`config.mk`:
```
export PLATFORM = sky130hd
export DESIGN_NAME = imem_arbiter
export DESIGN_NICKNAME = d
export VERILOG_FILES = /design/src/rtl/imem_arbiter.sv
export SDC_FILE = /design/constraint.sdc
export NUM_CORES = 1
export LEC_CHECK = 0
export BUFFER_PORTS_ARGS = -buffer_cell sky130_fd_sc_hd__buf_2
export CAP_MARGIN = 20
export CORE_MARGIN = 3
export CORE_UTILIZATION = 40
export CTS_CLUSTER_DIAMETER = 30
export CTS_CLUSTER_SIZE = 30
export DETAILED_ROUTE_END_ITERATION = 12
export PLACE_DENSITY = 0.79
export SLEW_MARGIN = 20
export SYNTH_ARGS = -nofsm -noshare
export SYNTH_HDL_FRONTEND = slang
export SYNTH_SLANG_ARGS = --single-unit
export TNS_END_PERCENT = 1
```
`constraint.sdc`:
```
create_clock -name clk -period 1.95 [get_ports clk]
set_input_delay 0.0975 -clock clk [delete_from_list [all_inputs] [get_ports clk]]
set_output_delay 0.0975 -clock clk [all_outputs]
set_load 0.1 [all_outputs]
```
`src/rtl/imem_arbiter.sv`:
```
// imem_arbiter: shares the single-ported instruction memory between the processor
// fetch port and the program loader.
//
// After reset the block sits in BOOT, where only the loader may access the memory.
// A load_done pulse moves it to RUN. In RUN each cycle is arbitrated with loader
// priority. A waiting fetch is granted once MAX_BURST loader grants have gone by.
//
// Ports:
//   clk, reset           single clock; reset is asynchronous and active-high
//   fetch_req/addr       fetch request and byte address; held until granted
//   fetch_gnt            fetch granted this cycle (combinational)
//   fetch_valid/instr/err  registered response, one cycle after the grant
//   load_req/addr/data   loader write request, word index and data
//   load_gnt             write performed at the end of this cycle (combinational)
//   load_done            single-cycle pulse marking the end of the boot image
//   booted               high in RUN
//   mem_addr/wdata/we    memory array drive
//   mem_rdata            combinational memory read data
module imem_arbiter #(
  parameter int unsigned ADDR_W    = 7,
  parameter int unsigned MAX_BURST = 4
) (
  input  logic              clk,
  input  logic              reset,
  input  logic              fetch_req,
  input  logic [31:0]       fetch_addr,
  output logic              fetch_gnt,
  output logic              fetch_valid,
  output logic [31:0]       fetch_instr,
  output logic              fetch_err,
  input  logic              load_req,
  input  logic [ADDR_W-1:0] load_addr,
  input  logic [31:0]       load_data,
  output logic              load_gnt,
  input  logic              load_done,
  output logic              booted,
  output logic [ADDR_W-1:0] mem_addr,
  output logic [31:0]       mem_wdata,
  output logic              mem_we,
  input  logic [31:0]       mem_rdata
);

  localparam int unsigned CntW = (MAX_BURST < 1) ? 1 : $clog2(MAX_BURST + 1);
  localparam logic [CntW-1:0] MaxBurstC = CntW'(MAX_BURST);

  typedef enum logic [0:0] {StBoot, StRun} state_e;

  state_e          state_q, state_d;
  logic [CntW-1:0] burst_cnt_q, burst_cnt_d;
  logic            fetch_valid_q, fetch_valid_d;
  logic            fetch_err_q, fetch_err_d;
  logic [31:0]     fetch_instr_q, fetch_instr_d;
  logic            addr_err;

  // Misaligned, or outside the 2^ADDR_W-word array.
  assign addr_err = (fetch_addr[1:0] != 2'b00) | (|fetch_addr[31:ADDR_W+2]);

  // State and arbitration.
  always_comb begin
    state_d     = state_q;
    burst_cnt_d = burst_cnt_q;
    fetch_gnt   = 1'b0;
    load_gnt    = 1'b0;
    case (state_q)
      StBoot: begin
        load_gnt    = load_req;
        burst_cnt_d = '0;
        // A write granted alongside load_done still completes this cycle.
        if (load_done) state_d = StRun;
      end
      StRun: begin
        if (fetch_req && load_req) begin
          // burst_cnt_q counts loader grants taken while fetch has been waiting.
          if (burst_cnt_q < MaxBurstC) begin
            load_gnt    = 1'b1;
            burst_cnt_d = burst_cnt_q + 1'b1;
          end else begin
            fetch_gnt   = 1'b1;
            burst_cnt_d = '0;
          end
        end else begin
          fetch_gnt   = fetch_req;
          load_gnt    = load_req;
          burst_cnt_d = '0;
        end
      end
      default: state_d = StBoot;
    endcase
  end

  // Memory drive; only one of the grants can be active.
  always_comb begin
    mem_addr  = '0;
    mem_wdata = '0;
    mem_we    = 1'b0;
    if (load_gnt) begin
      mem_addr  = load_addr;
      mem_wdata = load_data;
      mem_we    = 1'b1;
    end else if (fetch_gnt) begin
      mem_addr = fetch_addr[ADDR_W+1:2];
    end
  end

  // Fetch response. An error fetch still takes its slot and returns zero data.
  always_comb begin
    fetch_valid_d = fetch_gnt;
    fetch_err_d   = fetch_gnt & addr_err;
    fetch_instr_d = fetch_instr_q;
    if (fetch_gnt) fetch_instr_d = addr_err ? 32'h0 : mem_rdata;
  end

  always_ff @(posedge clk or posedge reset) begin
    if (reset) begin
      state_q       <= StBoot;
      burst_cnt_q   <= '0;
      fetch_valid_q <= 1'b0;
      fetch_err_q   <= 1'b0;
      fetch_instr_q <= 32'h0;
    end else begin
      state_q       <= state_d;
      burst_cnt_q   <= burst_cnt_d;
      fetch_valid_q <= fetch_valid_d;
      fetch_err_q   <= fetch_err_d;
      fetch_instr_q <= fetch_instr_d;
    end
  end

  assign booted      = (state_q == StRun);
  assign fetch_valid = fetch_valid_q;
  assign fetch_err   = fetch_err_q;
  assign fetch_instr = fetch_instr_q;

endmodule

```
Word level (Yosys, flattened, before mapping)
Cells that the tools add are included.
- output and inout bits: 77
- word-level logic and storage cells: 29
- register bits after elaboration: 38
- bitwise logic cells: 3
- reductions and logical operators: 3
- $add $sub $neg: 1
- magnitude comparators: 1
- muxes and demuxes: 16
- operators by type and width (kind ; count):
    2-to-1 mux 32 bit ; 2
    OR reduction 23 bit ; 1
    2-to-1 mux 7 bit ; 2
    2-to-1 mux 1 bit ; 8
    2-to-1 mux 3 bit ; 2
    case mux 3 bit (2 select lines) ; 1
    adder 3 x 1 -> 3 bit (second input constant) ; 1
    < comparator 3 bit (second input constant) ; 1
    case mux 1 bit (2 select lines) ; 1
    nonzero test 2 bit ; 1
    bitwise AND 1 bit ; 1
    logical AND 1 bit ; 1
    inverter 1 bit ; 1
    bitwise OR 1 bit ; 1

Logic depth before layout (Yosys ltp)
Gate-level depths: netlist of run 1.
- depth after elaboration: 6
- mapped depth: 7
- gate-level depth less buffers: 4

Least setup slack after synthesis of run 1
OpenSTA, ideal clock, no wires.
- kind: reg2out
- from: register state_q, in the netlist booted
- to: output port mem_addr[0]
- data required time: 1.852 ns
- slack: -2.308 ns
- stages on the path, launching flop included: 7
- arrival: 4.161 ns
- buffers on the path: 2
- cells stage by stage: dfrtp_1 -> and2_1 -> buf_2 -> nand2_1 -> buf_2 -> inv_1 -> o21ai_0
- longest elaborated chain between the ends: 3
- RTL lines (element ; line ; source):
    start: declaration ; 48 ; state_e state_q, state_d;
    start signal: assignment ; 115 ; state_q <= StBoot;
    start signal: assignment ; 121 ; state_q <= state_d;
    2-to-1 mux 1 bit ; 64 ; case (state_q)
    net fetch_gnt ; 27 ; output logic fetch_gnt,
    2-to-1 mux 7 bit ; 100 ; end else if (fetch_gnt) begin
    2-to-1 mux 7 bit ; 96 ; if (load_gnt) begin
    end: declaration ; 37 ; output logic [ADDR_W-1:0] mem_addr,
The timed path passes the listed nets, and every way through them passes these cells.

Final worst setup path of run 1
- from: register state_q, in the netlist booted
- to: output port load_gnt
- longest elaborated chain between the ends: 2
- RTL lines (element ; line ; source):
    inverter 1 bit ; n/a ;
    case mux 1 bit (2 select lines) * ; 64 ;
    end: declaration ; 34 ; output logic load_gnt,
Mark *: on every way between the ends. The rest lies on a longest branch, timed or not.

==> flow_metrics.tcl, run 1 <==
set metrics [dict create \
    status "finished clean" \
    dr_total_vias 2658 \
    p_sw_frac 0.383 \
    via_per_inst 5.47 \
    fin_cells 486 \
    worst_pin_slew_ns 0.670 \
    cellPowerDensity_mw_per_mm2 561 \
    setup_viol 0 \
    n_antenna_cell 0 \
    layout.nets 524 \
    dp_cells 476 \
    hold_end "fetch_instr[28]$_DFFE_PP0P_" \
    row_count 27 \
    synth.distinct_cells 24 \
    drive_above_1_share 0.527 \
    initial_core_util 0.417 \
    synth-edff-count 0 \
    htreeDepth 2 \
    postSynthAreaPerCell_um2 9.40 \
    seq_area_frac_synth 0.411 \
    port_buffers 184 \
    synth.top_cell.area_share 0.411 \
    reg2regPathDepth 4 \
    min_from "mem_rdata[28]" \
    timing.final.crit_share 0.959 \
    cp_slowest_cell "dfrtp_4" \
    relSlewSlack 0.553 \
    hold_path_class "input pin to flop" \
    cts-root-buf "clkbuf_8" \
    ys_top_cells_by_area "dfrtp_1 41%, a32o_1 14%, nor4_1 9.5%, and3_1 9.2%, nand2b_1 8.9%" \
    core_area_mm2 0.00554 \
    max_freq_mhz 535 \
    ir_drop_mv 0.419 \
    cp-start-kind "flop" \
    setup_tns_ns 0 \
    synth_commonest_cells "38 x dfrtp_1, 35 x nor4_1, 34 x and3_1" \
    rsz0062_at_grt "no" \
    async_flop_share 1.00 \
    finalMaxSlewViolations 0 \
    intPower_mw 1.41 \
    final.setup_skew_ns 0.00879 \
    cp_data_arrival_time_ns 1.77 \
    ant_nets 0 \
    clkLatencyLatePin_ns 0.28 \
    syn_to_final_growth_pct 76.4 \
    die_h_um 82.0 \
    multi_input_area_mm2 0.00127 \
    drt_wl_total_mm 8.66 \
    post-route-drc-count 0 \
    yosysWarningCount 0 \
    first_pass_iters 4 \
    critPathCaptureType "primary output" \
    grt_pass1_vias 2544 \
    power_switching_uw 876 \
    path_clk_slew_ns 0.07 \
    p_leak_nw 2.08 \
    hold_depth 4 \
    period_minus_slack_ns 1.87 \
    crit_chain "and2_4, nand2_4, buf_8, and2_1, buf_12" \
    timing.rr.start "booted$_DFF_PP0_" \
    syn-num-nets 355 \
    tritoncts "yes" \
    dp_hpwl_mm 6.43 \
    final_hold_viol_count 0 \
    fillCellCount 391 \
    grt_max_degree 45 \
    netlist_area_mm2 0.00231 \
    synth_top_cell_by_area "dfrtp_1" \
    yosysMostFrequentCell "dfrtp_1" \
    p_comb_frac 0.423 \
    cts_buffers 5 \
    synthFlopType "dfrtp_1" \
    antenna_found_initial 0 \
    seq_power_share 0.346 \
    overflow 0 \
    ios 185 \
    synth-seq-cells 38 \
    die_width_um 82.0 \
    numClockSinks 38 \
    place.gp.congestion 0.765 \
    syn_inst 246 \
    p_clk_frac 0.231 \
    grt_pass1_wl_mm 12.6 \
    maxCapViolCount 0 \
    critPathMaxFanout 44 \
    track_usage 0.245 \
    clockBufferDepth 2 \
    die-area_mm2 0.00673 \
    avgRoutedWirePerCell_um 17.8 \
    crit_required_ns 1.85 \
    ff_latch_area_um2 955 \
    crit_type "flop to primary output" \
    r2r-end "fetch_instr[6]$_DFFE_PP0P_" \
    reg2reg_setup_slack_ns 0.52 \
    critical-path-max-stage-delay_ns 0.49 \
    drtIter0Drc 195 \
]
==> worst max-delay path by stage <==
stage / end / start / depth (start not counted) / slack [ns]
finish: load_gnt / booted$_DFF_PP0_ / 5 / 0.08
global route: load_gnt / booted$_DFF_PP0_ / 5 / 0.002
CTS: mem_addr[1] / booted$_DFF_PP0_ / 5 / -0.02
detailed placement: load_gnt / booted$_DFF_PP0_ / 5 / 0.24
global placement: mem_we / booted$_DFF_PP0_ / 5 / 0.28
floorplan: mem_addr[0] / booted$_DFF_PP0_ / 6 / -0.72
==> critical path: cells and delay by family, from the launching register on <==
| kind | cells | cell delay, ns |
|---|---|---|
| buffers and inverters | 2 | 0.44 |
| DFF | 1 | 0.49 |
| and+or+nand+nor | 3 | 0.56 |
==> per-stage QoR <==
step | utilization | cell area (um2) | setup slack [ns] | total power, mW | hold slack, ns
after global routing | 0.736 | 4080 | 0.00212 | 2.37 | 0.285
after global placement | 0.711 | 3940 | 0.281 | 1.75 | 0.204
after CTS | 0.730 | 4050 | -0.0190 | 2.30 | 0.280
after detailed placement | 0.711 | 3940 | 0.240 | 1.77 | 0.225
after floorplan | - | 2420 | -0.723 | 1.38 | 0.207
final | 0.736 | 4080 | 0.0799 | 2.29 | 0.282
==> power by group through the flow <==
stage          combinational [mW]  clock, mW  sequential [mW]
4_1_cts                     0.963      0.541            0.793
5_1_grt                      1.01      0.574            0.793
3_5_place_dp                0.957          0            0.808
3_3_place_gp                0.945          0            0.808
6_report                    0.968      0.528            0.793
2_1_floorplan               0.557          0            0.824
==> per-layer routing <==
layer	up-vias	global-route usage	wire (um)
li1	1268	-	-
met1	1241	0.277	3110
met2	139	0.454	4570
met3	10	0.0614	868
met4	0	0.0648	109
met5	-	0	0
==> flip-flops by register name, summed over array words and instances (netlist names) <==
register     flops
fetch_instr     32
burst_cnt_q      3
booted           1
fetch_err        1
fetch_valid      1
==> cell usage in the layout (no fill, tap or decap), drive strengths merged <==
master | synthesis | layout
or4 | 2 | 2
and2 | 2 | 2
nor4 | 35 | 35
a32o | 32 | 32
dlygate4sd3 | 0 | 2
nor2 | 3 | 3
nor2b | 1 | 1
and4 | 1 | 1
and3 | 34 | 34
o21ai | 7 | 7
nand2 | 9 | 9
nand2b | 33 | 33
clkinvlp | 0 | 1
or2 | 2 | 2
a31oi | 1 | 1
dfrtp | 38 | 38
nor3 | 1 | 1
inv | 2 | 1
ha | 1 | 1
nand3 | 7 | 7
clkbuf | 14 | 6
buf | 21 | 195
==> area by class of cell <==
class | count | share of cell area
Timing Repair Buffer | 197 | 0.410
Multi-Input combinational cell | 171 | 0.311
Sequential cell | 38 | 0.234
Tap cell | 72 | 0.0221
Clock buffer | 6 | 0.0203
Inverter | 2 | 0.00276
==> kinds of logic (layout without fill, tap and decap cells) <==
| family | after synthesis | after routing | share of synthesized area |
|---|---|---|---|
| buffers and inverters | 37 | 205 | 0.0801 |
| DFF | 38 | 38 | 0.411 |
| adders and majority gates | 1 | 1 | 0.00541 |
| AOI/OAI and AO/OA | 40 | 40 | 0.156 |
| and+or+nand+nor | 130 | 130 | 0.347 |
==> timing repair <==
action | in CTS | in global routing
setup endpoints to repair | 41 | 14
pin swaps | 3 | 0
hold endpoints to repair | 16 | 0
hold buffers | 2 | 0
buffers inserted | 0 | 2
gates resized for setup | 1 | 1
Power figures use the tool's default switching activity.
==> run 2: changes to the inputs <==
--- a/config.mk
+++ b/config.mk
@@ -8,11 +8,12 @@
 export BUFFER_PORTS_ARGS = -buffer_cell sky130_fd_sc_hd__buf_2
 export CAP_MARGIN = 20
 export CORE_MARGIN = 3
-export CORE_UTILIZATION = 40
+export CORE_UTILIZATION = 41
+export CTS_BUF_LIST = sky130_fd_sc_hd__clkbuf_2 sky130_fd_sc_hd__clkbuf_4 sky130_fd_sc_hd__clkbuf_8
 export CTS_CLUSTER_DIAMETER = 30
 export CTS_CLUSTER_SIZE = 30
 export DETAILED_ROUTE_END_ITERATION = 12
-export PLACE_DENSITY = 0.79
+export PLACE_DENSITY = 0.8
 export SLEW_MARGIN = 20
 export SYNTH_ARGS = -nofsm -noshare
 export SYNTH_HDL_FRONTEND = slang
==> constraint.sdc (replaced) <==
create_clock -name clk -period 1.84 [get_ports clk]
set_input_delay 0.092 -clock clk [delete_from_list [all_inputs] [get_ports clk]]
set_output_delay 0.092 -clock clk [all_outputs]
set_load 0.1 [all_outputs]
==> flow_metrics.tcl, run 2 (same netlist as run 1, synthesis figures left out) <==
set metrics [dict create \
    grt_pass1_vias 2735 \
    largest_register_ffs 32 \
    worst_pin_slew_ns 0.680 \
    fillCellCount 365 \
    cp_top_family "flip-flops" \
    cp_slowest_cell "dfrtp_4" \
    track_usage 0.271 \
    n_antenna_cell 0 \
    numClockSinks 38 \
    status "finished clean" \
    crit_required_ns 1.75 \
    drtIter0Drc 185 \
    layout.nets 525 \
    maxCapViolCount 0 \
    clkLatencyLatePin_ns 0.29 \
    tritoncts "yes" \
    core_area_mm2 0.00527 \
    cts-root-buf "clkbuf_8" \
    placed_area_mm2 0.00393 \
    avgRoutedWirePerCell_um 18.7 \
    finish.instance_area_mm2 0.00411 \
    final.setup_skew_ns 0.00716 \
    crit_start "booted$_DFF_PP0_" \
    ff_latch_area_um2 955 \
    die_h_um 81.1 \
    timing.rr.start "booted$_DFF_PP0_" \
    critical-path-max-stage-delay_ns 0.49 \
    cellPowerDensity_mw_per_mm2 605 \
    p_leak_nw 2.10 \
    clockBufferDepth 2 \
    drive_above_1_share 0.537 \
    final_hold_viol_count 0 \
    critPathCaptureType "primary output" \
    dr_total_vias 2776 \
    period_minus_slack_ns 1.79 \
    antenna_found_initial 0 \
    via_per_inst 5.70 \
    port_buffers 184 \
    rsz0062_at_grt "yes" \
    die_width_um 81.1 \
    post-route-drc-count 0 \
    layout_common_cells "142 x buf_2, 42 x buf_12, 37 x dfrtp_1" \
    relSlewSlack 0.547 \
    drt_wl_total_mm 9.12 \
    hold_path_class "input pin to flop" \
    path_clk_slew_ns 0.07 \
    dp_hpwl_mm 6.78 \
    p_total_mw 2.49 \
    timing.final.crit_share 0.972 \
    cp_data_arrival_time_ns 1.70 \
    ios 185 \
    critPathBufInv 3 \
    grt_pass1_wl_mm 13.7 \
    first_pass_iters 4 \
    crit_chain "and2_4, nand2_8, clkinvlp_4, buf_4, o21ai_4, buf_12" \
    finalMaxSlewViolations 0 \
    grt_max_degree 42 \
    final_common_cell "buf_2" \
    ir_drop_mv 0.494 \
    overflow 0 \
    multi_input_area_mm2 0.00128 \
    syn_to_final_growth_pct 77.9 \
    min_from "load_done" \
    max_freq_mhz 559 \
    crit_type "flop to primary output" \
    setup_viol 0 \
    cts_buffers 5 \
    initial_core_util 0.439 \
    row_count 26 \
    critPathMaxFanout 10 \
    die-area_mm2 0.00658 \
    cp-start-kind "flop" \
    ant_nets 0 \
    place.gp.congestion 0.812 \
    htreeDepth 2 \
]
## run 2: per-stage QoR
stage                     setup WS (ns)  hold slack [ns]  instances  utilization  TNS [ns]
final                            0.0522           0.0288        487        0.780         0
after global routing            -0.0204           0.0301        487        0.780   -0.0425
after CTS                        0.0381           0.0254        487        0.779         0
after detailed placement          0.109            0.231        473        0.746         0
after global placement            0.173            0.224        473        0.746         0
after floorplan                  -0.828            0.201        246            -    -15.34
## run 2: repair_timing
item,4_1_cts,5_1_grt
hold buffers,1,0
endpoints found under the setup margin,32,9
gates resized for setup,2,2
buffers inserted,4,0
cloned,1,0
hold endpoints to repair,38,0
pin swaps,0,1
## run 2: layer usage
layer | routed length, um | GRT usage | vias to the layer above | share of wire
li1 | - | - | 1275 | -
met1 | 3220 | 0.315 | 1315 | 0.35
met2 | 4810 | 0.494 | 167 | 0.53
met3 | 848 | 0.0599 | 19 | 0.093
met4 | 238 | 0.0794 | 0 | 0.026
met5 | 0 | 0 | - | 0
## run 2: layout make-up
class,count,area share
Tap cell,70,0.0213
Sequential cell,38,0.232
Multi-Input combinational cell,171,0.311
Clock buffer,7,0.0219
Inverter,2,0.00274
Timing Repair Buffer,198,0.409
Clock inverter,1,0.00122
## run 2: path summary, 6_finish.rpt
| kind | slack (ns) | depth (start not counted) | end |
|---|---|---|---|
| worst max-delay path | 0.05 | 6 | mem_addr[4] |
| worst min-delay path | 0.03 | 2 | booted$_DFF_PP0_ |
| worst max register to register | 0.34 | 5 | fetch_instr[22]$_DFFE_PP0P_ |
| worst min register to register | 0.45 | 1 | burst_cnt_q[0]$_DFF_PP0_ |
| max in group asynchronous | 1.01 | 4 | booted$_DFF_PP0_ |
| min in group asynchronous | 0.47 | 4 | booted$_DFF_PP0_ |
## run 2: worst reg2reg max path, cell delays in order (launching register included)
cell and delay [ns]:
dfrtp_4 0.42, and2_4 0.23, nand2_8 0.08, buf_4 0.14, bufbuf_16 0.30, a32o_1 0.22
## run 2: where the power goes
group / total [mW] / internal (mW) / leakage [nW] / switching, mW
registers: 0.840 / 0.839 / 0.523 / 0.00149
clock network: 0.610 / 0.317 / 0.0517 / 0.293
logic: 1.04 / 0.376 / 1.53 / 0.661
